**src/rtl/button_debounce_pkg.sv**
```systemverilog
// rtl/button_debounce_pkg.sv - shared constants and event code layout for button_debounce
package button_debounce_pkg;

    localparam int NUM_BTN = 5;
    localparam int NUM_SW  = 16;

    localparam logic [1:0] EVT_PRESS   = 2'b01;
    localparam logic [1:0] EVT_RELEASE = 2'b10;
    localparam logic [1:0] EVT_REPEAT  = 2'b11;

    localparam logic [2:0] BTN_C = 3'd0;
    localparam logic [2:0] BTN_U = 3'd1;
    localparam logic [2:0] BTN_L = 3'd2;
    localparam logic [2:0] BTN_R = 3'd3;
    localparam logic [2:0] BTN_D = 3'd4;

    typedef struct packed {
        logic [1:0] kind;
        logic [2:0] idx;
    } evt_code_t;

    localparam int EVT_W = $bits(evt_code_t);

    function automatic evt_code_t make_evt(input logic [1:0] kind, input logic [2:0] idx);
        evt_code_t e;
        e.kind = kind;
        e.idx  = idx;
        return e;
    endfunction

endpackage

```
**src/rtl/button_debounce_if.sv**
```systemverilog
// rtl/button_debounce_if.sv - button event queue valid/ready handshake
interface button_debounce_if;
    import button_debounce_pkg::*;

    logic             evt_valid;
    logic [EVT_W-1:0] evt_code;
    logic             evt_ready;

    modport master (output evt_valid, output evt_code, input evt_ready);
    modport slave  (input evt_valid, input evt_code, output evt_ready);
endinterface

```
**src/rtl/button_debounce_debounce_cell.sv**
```systemverilog
// rtl/button_debounce_debounce_cell.sv - 2-FF synchroniser, tick-driven stability counter and level register
module debounce_cell
    import button_debounce_pkg::*;
#(
    parameter int STABLE = 4
) (
    input  logic clk,
    input  logic rst_n,
    input  logic tick_i,
    input  logic raw_i,
    output logic level_o,
    output logic toggle_o
);
    localparam int CW = (STABLE > 1) ? $clog2(STABLE) : 1;

    logic          sync1_q, sync2_q;
    logic          level_q, level_d;
    logic [CW-1:0] cnt_q, cnt_d;

    // toggle_o flags the cycle whose edge flips the level, so callers can register pulses alongside it
    always_comb begin
        cnt_d    = cnt_q;
        level_d  = level_q;
        toggle_o = 1'b0;
        if (tick_i) begin
            if (sync2_q == level_q) begin
                cnt_d = '0;
            end else if (cnt_q == CW'(STABLE - 1)) begin
                level_d  = sync2_q;
                cnt_d    = '0;
                toggle_o = 1'b1;
            end else begin
                cnt_d = cnt_q + 1'b1;
            end
        end
    end

    always_ff @(posedge clk or negedge rst_n) begin
        if (!rst_n) begin
            sync1_q <= 1'b0;
            sync2_q <= 1'b0;
            level_q <= 1'b0;
            cnt_q   <= '0;
        end else begin
            sync1_q <= raw_i;
            sync2_q <= sync1_q;
            level_q <= level_d;
            cnt_q   <= cnt_d;
        end
    end

    assign level_o = level_q;
endmodule

```
**src/rtl/button_debounce.sv**
```systemverilog
// rtl/button_debounce.sv - debounced buttons/switches with press/release pulses and a 4-entry event queue
// Optional auto-repeat events are built when BUTTON_DEBOUNCE_REPEAT_EN is defined.
module button_debounce
    import button_debounce_pkg::*;
#(
    parameter int DIV          = 12,
    parameter int STABLE       = 4,
    parameter int REPEAT_DELAY = 64,
    parameter int REPEAT_RATE  = 16
) (
    input  logic                clk_peripheral,
    input  logic                reset_n,
    input  logic [NUM_BTN-1:0]  btn,
    input  logic [NUM_SW-1:0]   sw,
    output logic [NUM_BTN-1:0]  btn_level,
    output logic [NUM_SW-1:0]   sw_level,
    output logic [NUM_BTN-1:0]  btn_press,
    output logic [NUM_BTN-1:0]  btn_release,
    button_debounce_if.master   evt,
    output logic                overflow,
    input  logic                overflow_clr
);
    localparam int RPT_MAX = (REPEAT_DELAY > REPEAT_RATE) ? REPEAT_DELAY : REPEAT_RATE;
    localparam int RPT_W   = $clog2(RPT_MAX + 1);

    logic [DIV-1:0]     div_q;
    logic               tick;
    logic [NUM_BTN-1:0] btn_lvl, btn_tog;
    logic [NUM_SW-1:0]  sw_tog_unused;

    always_ff @(posedge clk_peripheral or negedge reset_n) begin
        if (!reset_n) div_q <= '0;
        else          div_q <= div_q + 1'b1;
    end
    assign tick = &div_q;

    for (genvar i = 0; i < NUM_BTN; i++) begin : g_btn
        debounce_cell #(.STABLE(STABLE)) u_cell (
            .clk(clk_peripheral), .rst_n(reset_n), .tick_i(tick),
            .raw_i(btn[i]), .level_o(btn_lvl[i]), .toggle_o(btn_tog[i])
        );
    end
    for (genvar i = 0; i < NUM_SW; i++) begin : g_sw
        debounce_cell #(.STABLE(STABLE)) u_cell (
            .clk(clk_peripheral), .rst_n(reset_n), .tick_i(tick),
            .raw_i(sw[i]), .level_o(sw_level[i]), .toggle_o(sw_tog_unused[i])
        );
    end

    logic [NUM_BTN-1:0] press_q, release_q;
    logic [NUM_BTN-1:0] press_pend_q, press_pend_d, press_clr;
    logic [NUM_BTN-1:0] rel_pend_q, rel_pend_d, rel_clr;
    logic [NUM_BTN-1:0] rpt_pend_q, rpt_pend_d, rpt_clr, rpt_hit;
    logic               sel_valid;
    evt_code_t          sel_code;

`ifdef BUTTON_DEBOUNCE_REPEAT_EN
    logic [RPT_W-1:0]   rpt_cnt_q [NUM_BTN];
    logic [RPT_W-1:0]   rpt_cnt_d [NUM_BTN];
    logic [NUM_BTN-1:0] rpt_first_q, rpt_first_d;
    logic [RPT_W-1:0]   rpt_target;

    // rpt_first selects the initial delay; after the first repeat the shorter rate applies
    always_comb begin
        rpt_hit     = '0;
        rpt_first_d = rpt_first_q;
        rpt_target  = '0;
        for (int i = 0; i < NUM_BTN; i++) begin
            rpt_cnt_d[i] = rpt_cnt_q[i];
            rpt_target   = rpt_first_q[i] ? RPT_W'(REPEAT_DELAY) : RPT_W'(REPEAT_RATE);
            if (btn_tog[i] && !btn_lvl[i]) begin
                rpt_cnt_d[i]   = '0;
                rpt_first_d[i] = 1'b1;
            end else if (tick && btn_lvl[i] && !btn_tog[i]) begin
                if (rpt_cnt_q[i] + 1'b1 == rpt_target) begin
                    rpt_hit[i]     = 1'b1;
                    rpt_cnt_d[i]   = '0;
                    rpt_first_d[i] = 1'b0;
                end else begin
                    rpt_cnt_d[i] = rpt_cnt_q[i] + 1'b1;
                end
            end
        end
    end

    always_ff @(posedge clk_peripheral or negedge reset_n) begin
        if (!reset_n) begin
            for (int i = 0; i < NUM_BTN; i++) rpt_cnt_q[i] <= '0;
            rpt_first_q <= '1;
        end else begin
            for (int i = 0; i < NUM_BTN; i++) rpt_cnt_q[i] <= rpt_cnt_d[i];
            rpt_first_q <= rpt_first_d;
        end
    end
`else
    logic [RPT_W-1:0] rpt_cfg_unused;
    assign rpt_cfg_unused = '0;
    assign rpt_hit        = '0;
`endif

    // Lowest button first, press before release for one button; repeats only when nothing else waits
    always_comb begin
        sel_valid = 1'b0;
        sel_code  = '0;
        press_clr = '0;
        rel_clr   = '0;
        rpt_clr   = '0;
        for (int i = 0; i < NUM_BTN; i++) begin
            if (!sel_valid && press_pend_q[i]) begin
                sel_valid    = 1'b1;
                sel_code     = make_evt(EVT_PRESS, 3'(i));
                press_clr[i] = 1'b1;
            end
            if (!sel_valid && rel_pend_q[i]) begin
                sel_valid  = 1'b1;
                sel_code   = make_evt(EVT_RELEASE, 3'(i));
                rel_clr[i] = 1'b1;
            end
        end
        for (int i = 0; i < NUM_BTN; i++) begin
            if (!sel_valid && rpt_pend_q[i]) begin
                sel_valid  = 1'b1;
                sel_code   = make_evt(EVT_REPEAT, 3'(i));
                rpt_clr[i] = 1'b1;
            end
        end
    end

    assign press_pend_d = (press_pend_q & ~press_clr) | (btn_tog & ~btn_lvl);
    assign rel_pend_d   = (rel_pend_q & ~rel_clr) | (btn_tog & btn_lvl);
    assign rpt_pend_d   = (rpt_pend_q & ~rpt_clr) | rpt_hit;

    logic       push_valid_q;
    evt_code_t  push_code_q;
    evt_code_t  mem_q [4];
    logic [1:0] wr_ptr_q, rd_ptr_q;
    logic [2:0] count_q;
    logic       full, pop, do_push, drop, ovf_q;

    assign full    = (count_q == 3'd4);
    assign pop     = (count_q != 3'd0) && evt.evt_ready;
    assign do_push = push_valid_q && (!full || pop);
    assign drop    = push_valid_q && full && !pop;

    always_ff @(posedge clk_peripheral or negedge reset_n) begin
        if (!reset_n) begin
            press_q      <= '0;
            release_q    <= '0;
            press_pend_q <= '0;
            rel_pend_q   <= '0;
            rpt_pend_q   <= '0;
            push_valid_q <= 1'b0;
            push_code_q  <= '0;
            wr_ptr_q     <= '0;
            rd_ptr_q     <= '0;
            count_q      <= '0;
            ovf_q        <= 1'b0;
        end else begin
            press_q      <= btn_tog & ~btn_lvl;
            release_q    <= btn_tog & btn_lvl;
            press_pend_q <= press_pend_d;
            rel_pend_q   <= rel_pend_d;
            rpt_pend_q   <= rpt_pend_d;
            push_valid_q <= sel_valid;
            push_code_q  <= sel_code;
            if (do_push) wr_ptr_q <= wr_ptr_q + 1'b1;
            if (pop)     rd_ptr_q <= rd_ptr_q + 1'b1;
            case ({do_push, pop})
                2'b10:   count_q <= count_q + 1'b1;
                2'b01:   count_q <= count_q - 1'b1;
                default: count_q <= count_q;
            endcase
            if (drop)              ovf_q <= 1'b1;
            else if (overflow_clr) ovf_q <= 1'b0;
        end
    end

    always_ff @(posedge clk_peripheral) begin
        if (do_push) mem_q[wr_ptr_q] <= push_code_q;
    end

    assign evt.evt_valid = (count_q != 3'd0);
    assign evt.evt_code  = evt.evt_valid ? mem_q[rd_ptr_q] : '0;
    assign btn_level     = btn_lvl;
    assign btn_press     = press_q;
    assign btn_release   = release_q;
    assign overflow      = ovf_q;
endmodule

```
**src/flat_wrapper.sv**
```systemverilog
// flat-port wrapper written by rule: the top's interface ports become plain ports
module button_debounce_flat import button_debounce_pkg::*;
#(
    parameter int DIV          = 12,
    parameter int STABLE       = 4,
    parameter int REPEAT_DELAY = 64,
    parameter int REPEAT_RATE  = 16
)
  (clk_peripheral, reset_n, btn, sw, btn_level, sw_level, btn_press, btn_release, overflow, overflow_clr, evt_evt_valid, evt_evt_code, evt_evt_ready);
  button_debounce_if evt_i ();
  input  logic clk_peripheral;
  input  logic reset_n;
  input  logic [NUM_BTN-1:0] btn;
  input  logic [NUM_SW-1:0] sw;
  output logic [NUM_BTN-1:0] btn_level;
  output logic [NUM_SW-1:0] sw_level;
  output logic [NUM_BTN-1:0] btn_press;
  output logic [NUM_BTN-1:0] btn_release;
  output logic overflow;
  input  logic overflow_clr;
  output wire logic [$bits(evt_i.evt_valid)-1:0] evt_evt_valid;
  output wire logic [$bits(evt_i.evt_code)-1:0] evt_evt_code;
  input wire logic [$bits(evt_i.evt_ready)-1:0] evt_evt_ready;
  assign evt_evt_valid = evt_i.evt_valid;
  assign evt_evt_code = evt_i.evt_code;
  assign evt_i.evt_ready = evt_evt_ready;
  button_debounce #(.DIV(DIV), .STABLE(STABLE), .REPEAT_DELAY(REPEAT_DELAY), .REPEAT_RATE(REPEAT_RATE)) u_core (.clk_peripheral(clk_peripheral), .reset_n(reset_n), .btn(btn), .sw(sw), .btn_level(btn_level), .sw_level(sw_level), .btn_press(btn_press), .btn_release(btn_release), .evt(evt_i), .overflow(overflow), .overflow_clr(overflow_clr));
endmodule
```
**config.mk**
```make
export PLATFORM = sky130hd
export DESIGN_NAME = button_debounce_flat
export DESIGN_NICKNAME = d
export VERILOG_FILES = /design/src/rtl/button_debounce_pkg.sv /design/src/rtl/button_debounce_if.sv /design/src/rtl/button_debounce_debounce_cell.sv /design/src/rtl/button_debounce.sv /design/src/flat_wrapper.sv
export SDC_FILE = /design/constraint.sdc
export NUM_CORES = 1
export LEC_CHECK = 0
export ABC_AREA = 1
export CORE_ASPECT_RATIO = 0.7
export CORE_MARGIN = 2
export CORE_UTILIZATION = 62
export DETAILED_ROUTE_END_ITERATION = 10
export PLACE_DENSITY = 0.89
export SYNTH_ARGS = -nofsm -noshare
export SYNTH_HDL_FRONTEND = slang
export SYNTH_SLANG_ARGS = --single-unit
```
**constraint.sdc**
```tcl
create_clock -name clk_peripheral -period 5.8 [get_ports clk_peripheral]
set_clock_uncertainty 0.1 [all_clocks]
set_input_delay 0.58 -clock clk_peripheral [delete_from_list [all_inputs] [get_ports clk_peripheral]]
set_output_delay 0.58 -clock clk_peripheral [all_outputs]
set_load 0.01 [all_outputs]
```
Word level (Yosys, flattened, before mapping)
Memories as Yosys holds them, arrays and structs flattened.
Index checks and enable logic that the tools add are counted.
{ "op_classes": {"addsub": 26, "n_eq_ne": 45, "n_mux": 107, "bitwise_logic": 32, "n_reduce_logical": 60} }
{ "ops": {"columns": ["operator", "count"], "rows": [
  ["$reduce_and A14 Y1", 21],
  ["$mux W2", 42],
  ["$mux W5", 15],
  ["$mux W1", 48],
  ["$add A2 B1 Y2 const B", 23],
  ["$eq A2 B2 Y1 const B", 22],
  ["$and A5 B5 Y5", 5],
  ["$eq A1 B1 Y1", 21],
  ["$not A1 Y1", 21],
  ["$not A5 Y5", 4],
  ["$logic_and A1 B1 Y1", 18],
  ["$logic_not A1 Y1", 16],
  ["$add A12 B1 Y12 const B", 1],
  ["$reduce_and A12 Y1", 1],
  ["$or A5 B5 Y5", 2],
  ["$pmux W3 S2", 1],
  ["$mux W4", 1],
  ["$reduce_bool A2 Y1", 2],
  ["$add A3 B1 Y3 const B", 1],
  ["$eq A3 B3 Y1 const B", 1],
  ["$reduce_bool A3 Y1", 1],
  ["$sub A3 B1 Y3 const B", 1],
  ["$eq A2 B1 Y1 const B", 1],
  ["$logic_or A1 B1 Y1", 1]
]} }
{ "totals": {"regBits": 156, "ramBits": 20, "input_bits": 25, "out_inout_bits": 38, "elab_cells": 368, "mem_count": 1} }
{ "memory_table": {"columns": ["name", "depth", "width", "rd", "rd_ports_with_merged_regs", "wr", "line_no", "source"], "rows": [
  ["u_core.mem_q", 4, 5, 1, 0, 1, "button_debounce.sv:135", "evt_code_t mem_q [4];"]
]} }

Logic depth before layout (Yosys ltp)
{ "depth": {"ltp_word": 45, "depth_mapped": 10, "depth_no_buf": 10} }

Modules after synthesis
From an unflattened synthesis, not the netlist that was laid out.
{ "unflattened": {"hier_cells": 789, "hier_area_um2": 7711.1} }
{ "modules_own_cells": {"columns": ["mod", "instances", "cells_per_inst", "area_each_um2", "seq_area_each_um2"], "rows": [
  ["debounce_cell", 21, 24, 226.5, 125.1],
  ["button_debounce", 1, 285, 2955.3, 1851.8]
]} }

Least setup slack after synthesis
OpenSTA, ideal clock, no wires.
{ "synth_timing": {"kind": "in2reg", "from": "in evt_evt_ready", "to": "reg u_core.count_q[2]", "setup_ps": 131, "arrival_ps": 1927, "slack_ps": 3642, "cell_stages": 9, "n_path_buf": 0, "path_cell_list": "inv_1 nand3_1 nand2_1 ha_1 inv_1 fa_1 a21oi_1 o21ai_0 xor2_1"} }
{ "synth_between": {"elab_chain_cells": 5} }
{ "synth_rtl": {"columns": ["element", "line_no", "source"], "rows": [
  ["from (decl)", "flat_wrapper.sv:23", "input wire logic [$bits(evt_i.evt_ready)-1:0] evt_evt_ready;"],
  ["$logic_and A1 B1 Y1 (*)", "button_debounce.sv:141", "assign pop = (count_q != 3'd0) && evt.evt_ready;"],
  ["$logic_or A1 B1 Y1", "button_debounce.sv:142", "assign do_push = push_valid_q && (!full || pop);"],
  ["$logic_and A1 B1 Y1", "button_debounce.sv:142", null],
  ["$eq A2 B1 Y1 / $eq A2 B2 Y1 (equally long branches)", "button_debounce.sv:168", "case ({do_push, pop})"],
  ["$pmux W3 S2 / $reduce_bool A2 Y1 (equally long branches)", null, null],
  ["to (signal assigned)", "button_debounce.sv:169", "2'b10: count_q <= count_q + 1'b1;"],
  ["to (signal assigned)", "button_debounce.sv:170", "2'b01: count_q <= count_q - 1'b1;"],
  ["to (signal assigned)", "button_debounce.sv:171", "default: count_q <= count_q;"],
  ["to (decl)", "button_debounce.sv:137", "logic [2:0] count_q;"]
]} }
Every way passes the cells marked *; elsewhere a longest branch is shown, timed or not.
A chain may end at the register's enable or synchronous reset.

Final worst setup path
{ "layout_timing": {"from": "reg u_core.rd_ptr_q[0]", "to": "out evt_evt_code[0]"} }
{ "layout_between": {"elab_chain_cells": 2} }
{ "layout_rtl": {"columns": ["element", "line_no", "source"], "rows": [
  ["from (decl)", "button_debounce.sv:136", "logic [1:0] wr_ptr_q, rd_ptr_q;"],
  ["from (signal assigned)", "button_debounce.sv:167", "if (pop) rd_ptr_q <= rd_ptr_q + 1'b1;"],
  ["$mem_v2 Z4 W5", null, null],
  ["$mux W5", "button_debounce.sv:183", "assign evt.evt_code = evt.evt_valid ? mem_q[rd_ptr_q] : '0;"],
  ["to (decl)", "flat_wrapper.sv:22", "output wire logic [$bits(evt_i.evt_code)-1:0] evt_evt_code;"]
]} }
No other way between the ends.

==> out/results.ini <==
[outcome]
status=finished, final reports clean

[sta]
rsz0062_at_grt=false
setup_ws_ns=2.99
slew_headroom_pct=21.1
finalCritPeriodShare_pct=48.4
drv_slew=0
timing.fmax_ghz=0.356
setup_viol=0
whs_ns=0.0942
hold_violations=0
tns_ns=0
final.min_clock_period_ns=2.81
tightestPinTransition_ns=1.18

[setup_path]
crit_buf_inv=2
required_ns=5.12
critPathSlowestCell=clkdlybuf4s50_1
cp-end-kind=output pin
crit_chain=inv_1, o21ai_0, a21oi_1, clkdlybuf4s50_1
crit_family=buffers and inverters
start_kind=register
critPathKind=reg -> out
cp_max_fo=13
critPathMaxStageDelay_ns=0.57
rrSetupSlack_ns=3.03
critical_path_arrival_ns=2.13

[drt]
viasPerCell=5.37
wl_per_cell_um=14.8
routed_wl_um=13400
drt_first_pass_iters=5
vias=4891
ant_nets=0
drtIter0Drc=384
drcViolationCount=0

[cells_and_area]
n_antenna_cell=0
instances_no_fill=910
area_delta_synth_final_pct=17.2
nets=797
drive_gt1_share_pct=6.21

[synthesis]
synth_cell_types=34
ys_seq_area_share_pct=62.0
post-synth-top-count-cell=dfrtp_1
synth_top_area_cell=dfrtp_1
synth_top_area_share_pct=53.7
ys.flop_type=dfrtp_1
syn_inst=695
async_reset_ff_share_pct=88.6
ys_ff_latch=175
synthesis.area_mm2=0.00722
synth_area_per_cell_um2=10.4
synth_edf_count=20
yosys_warnings=0
synthTopCellsByArea=dfrtp_1 54%, edfxtp_1 8.3%, nor2_1 4.9%
yosys-top-cells-count=155 x dfrtp_1, 94 x nor2_1, 93 x nand2_1
syn-num-nets=748

[power_and_ir_drop]
irDropWorstVdd_v=0.000218
clkPwrFrac_pct=43.6
switching_share_pct=22.6
combPwrFrac_pct=9.2
internal_power_mw=2.14
p_per_area_mw_per_mm2=327
seq_power_share_pct=47.2
switching_power_mw=0.625
total_leakage_power_nw=4.05

[floorplanning]
die_y_um=94.3
io_pins=63
rows=32
fp.coreArea_mm2=0.0112
die_w_um=133
start_util_pct=64.7
die_area_mm2=0.0125

[grt]
antenna_found_initial=0
grt_pass1_wl_um=23000
grt_max_degree=86
grt_overflow=0
grt_usage_pct=23.8
grt_pass1_vias=5011

[clock_tree]
postCtsSetupBuffers=0
hold_buffers=0
clock-sinks=175
root_buffer=clkbuf_16
numCtsBuffers=17
postCtsResizedCells=0
clk_pin_slew_ns=0.07
clk_path_buf_depth=2
h-tree-depth=4
clock_latency_ns=0.42
cts_tree=built

[placed_design]
routabilityCongestion=0.823
placement.io_buffers=62
dp_slack_ns=3.03
place_hpwl_um=8900
dpl.cell_count=878

[min_path]
hold_path_class=in -> async

[flow_run]
timing.max_cap.violations=0

==> worst register-to-register path, stage by stage (launching register included) <==
cell and delay [ns]:
dfrtp_1 0.35, ha_1 0.21, nand3_2 0.12, nor3_4 0.22, nand2_2 0.12, nor3b_4 0.96, nand2_1 0.33, nor2_1 0.19
a21oi_1 0.06
==> sequential cells by signal, indices dropped and copies added (netlist names), 10 cells and up <==
| name | flops |
|---|---|
| u_core.div_q | 12 |
| u_core.mem_q | 20 |
| u_core.g_sw.u_cell.cnt_q | 32 |
| u_core.g_sw.u_cell.sync2_q | 16 |
| u_core.g_sw.u_cell.level_o | 16 |
| u_core.g_sw.u_cell.sync1_q | 16 |
| u_core.g_btn.u_cell.cnt_q | 10 |
==> per-layer routing <==
metal,share of wire (%),wire (um),global-route usage [%],up-vias
met1,42,5580,28.9,2415
met2,51,6900,41.3,147
met4,1.8,247,11.3,0
met5,0,0,0,-
met3,5.3,712,5.12,24
li1,-,-,-,2305
==> final timing paths <==
path,cells past startpoint,start,end
setup / recovery,4,u_core.rd_ptr_q[0],evt_evt_code[0]
hold / removal,1,reset_n,u_core.g_sw[6].u_cell.cnt_q[0]
setup reg to reg,8,u_core.div_q[0],u_core.g_btn[4].u_cell.level_o
hold reg to reg,0,u_core.g_sw[2].u_cell.sync1_q,u_core.g_sw[2].u_cell.sync2_q
max in group asynchronous,2,reset_n,u_core.g_btn[4].u_cell.sync2_q
min in group clk_peripheral,0,u_core.g_sw[2].u_cell.sync1_q,u_core.g_sw[2].u_cell.sync2_q
==> placed cells by master, fill, tap and decap left out, drive strengths merged, types with 20 or more instances in the layout <==
master and instances:
nor2 96, edfxtp 20, dfrtp 155, ha 27
o21ai 37, a21oi 70, clkbuf 23, xor2 30
clkdlybuf4s50 61, inv 87, nand2 98
==> per-stage QoR <==
step	total power, mW	util [%]	cell area (um^2)
after floorplan	1.46	-	7220
after global placement	1.56	70.1	7830
after detailed placement	1.58	70.1	7830
after CTS	2.78	75.8	8460
after global routing	2.88	75.8	8460
final	2.77	75.8	8460
==> power groups by stage <==
stage	Clock, mW	Combinational, mW	Sequential (mW)
floorplan	0	0.142	1.31
global placement	0	0.237	1.33
detailed placement	0	0.253	1.33
CTS	1.22	0.255	1.31
global route	1.28	0.285	1.31
finish	1.21	0.255	1.31
==> cell families (layout without fill, tap and decap cells) <==
| family | Yosys count | in the layout | share of synthesized area [%] |
|---|---|---|---|
| simple gates | 220 | 220 | 12.9 |
| flops | 175 | 175 | 62.0 |
| compound gates | 120 | 120 | 8.65 |
| buf+inv | 120 | 182 | 7.62 |
| xor+xnor | 32 | 32 | 3.88 |
| fa+ha+maj | 28 | 28 | 4.95 |
==> area by class of cell <==
class / count / area, um^2
clock inverter: 9 / 156
tap: 153 / 191
multi-input combinational: 400 / 2200
inverter: 86 / 323
timing repair buffer: 64 / 637
fill: 636 / 2710
clock buffer: 23 / 478
sequential: 175 / 4480
No activity file was read; power rests on OpenSTA's default activity.
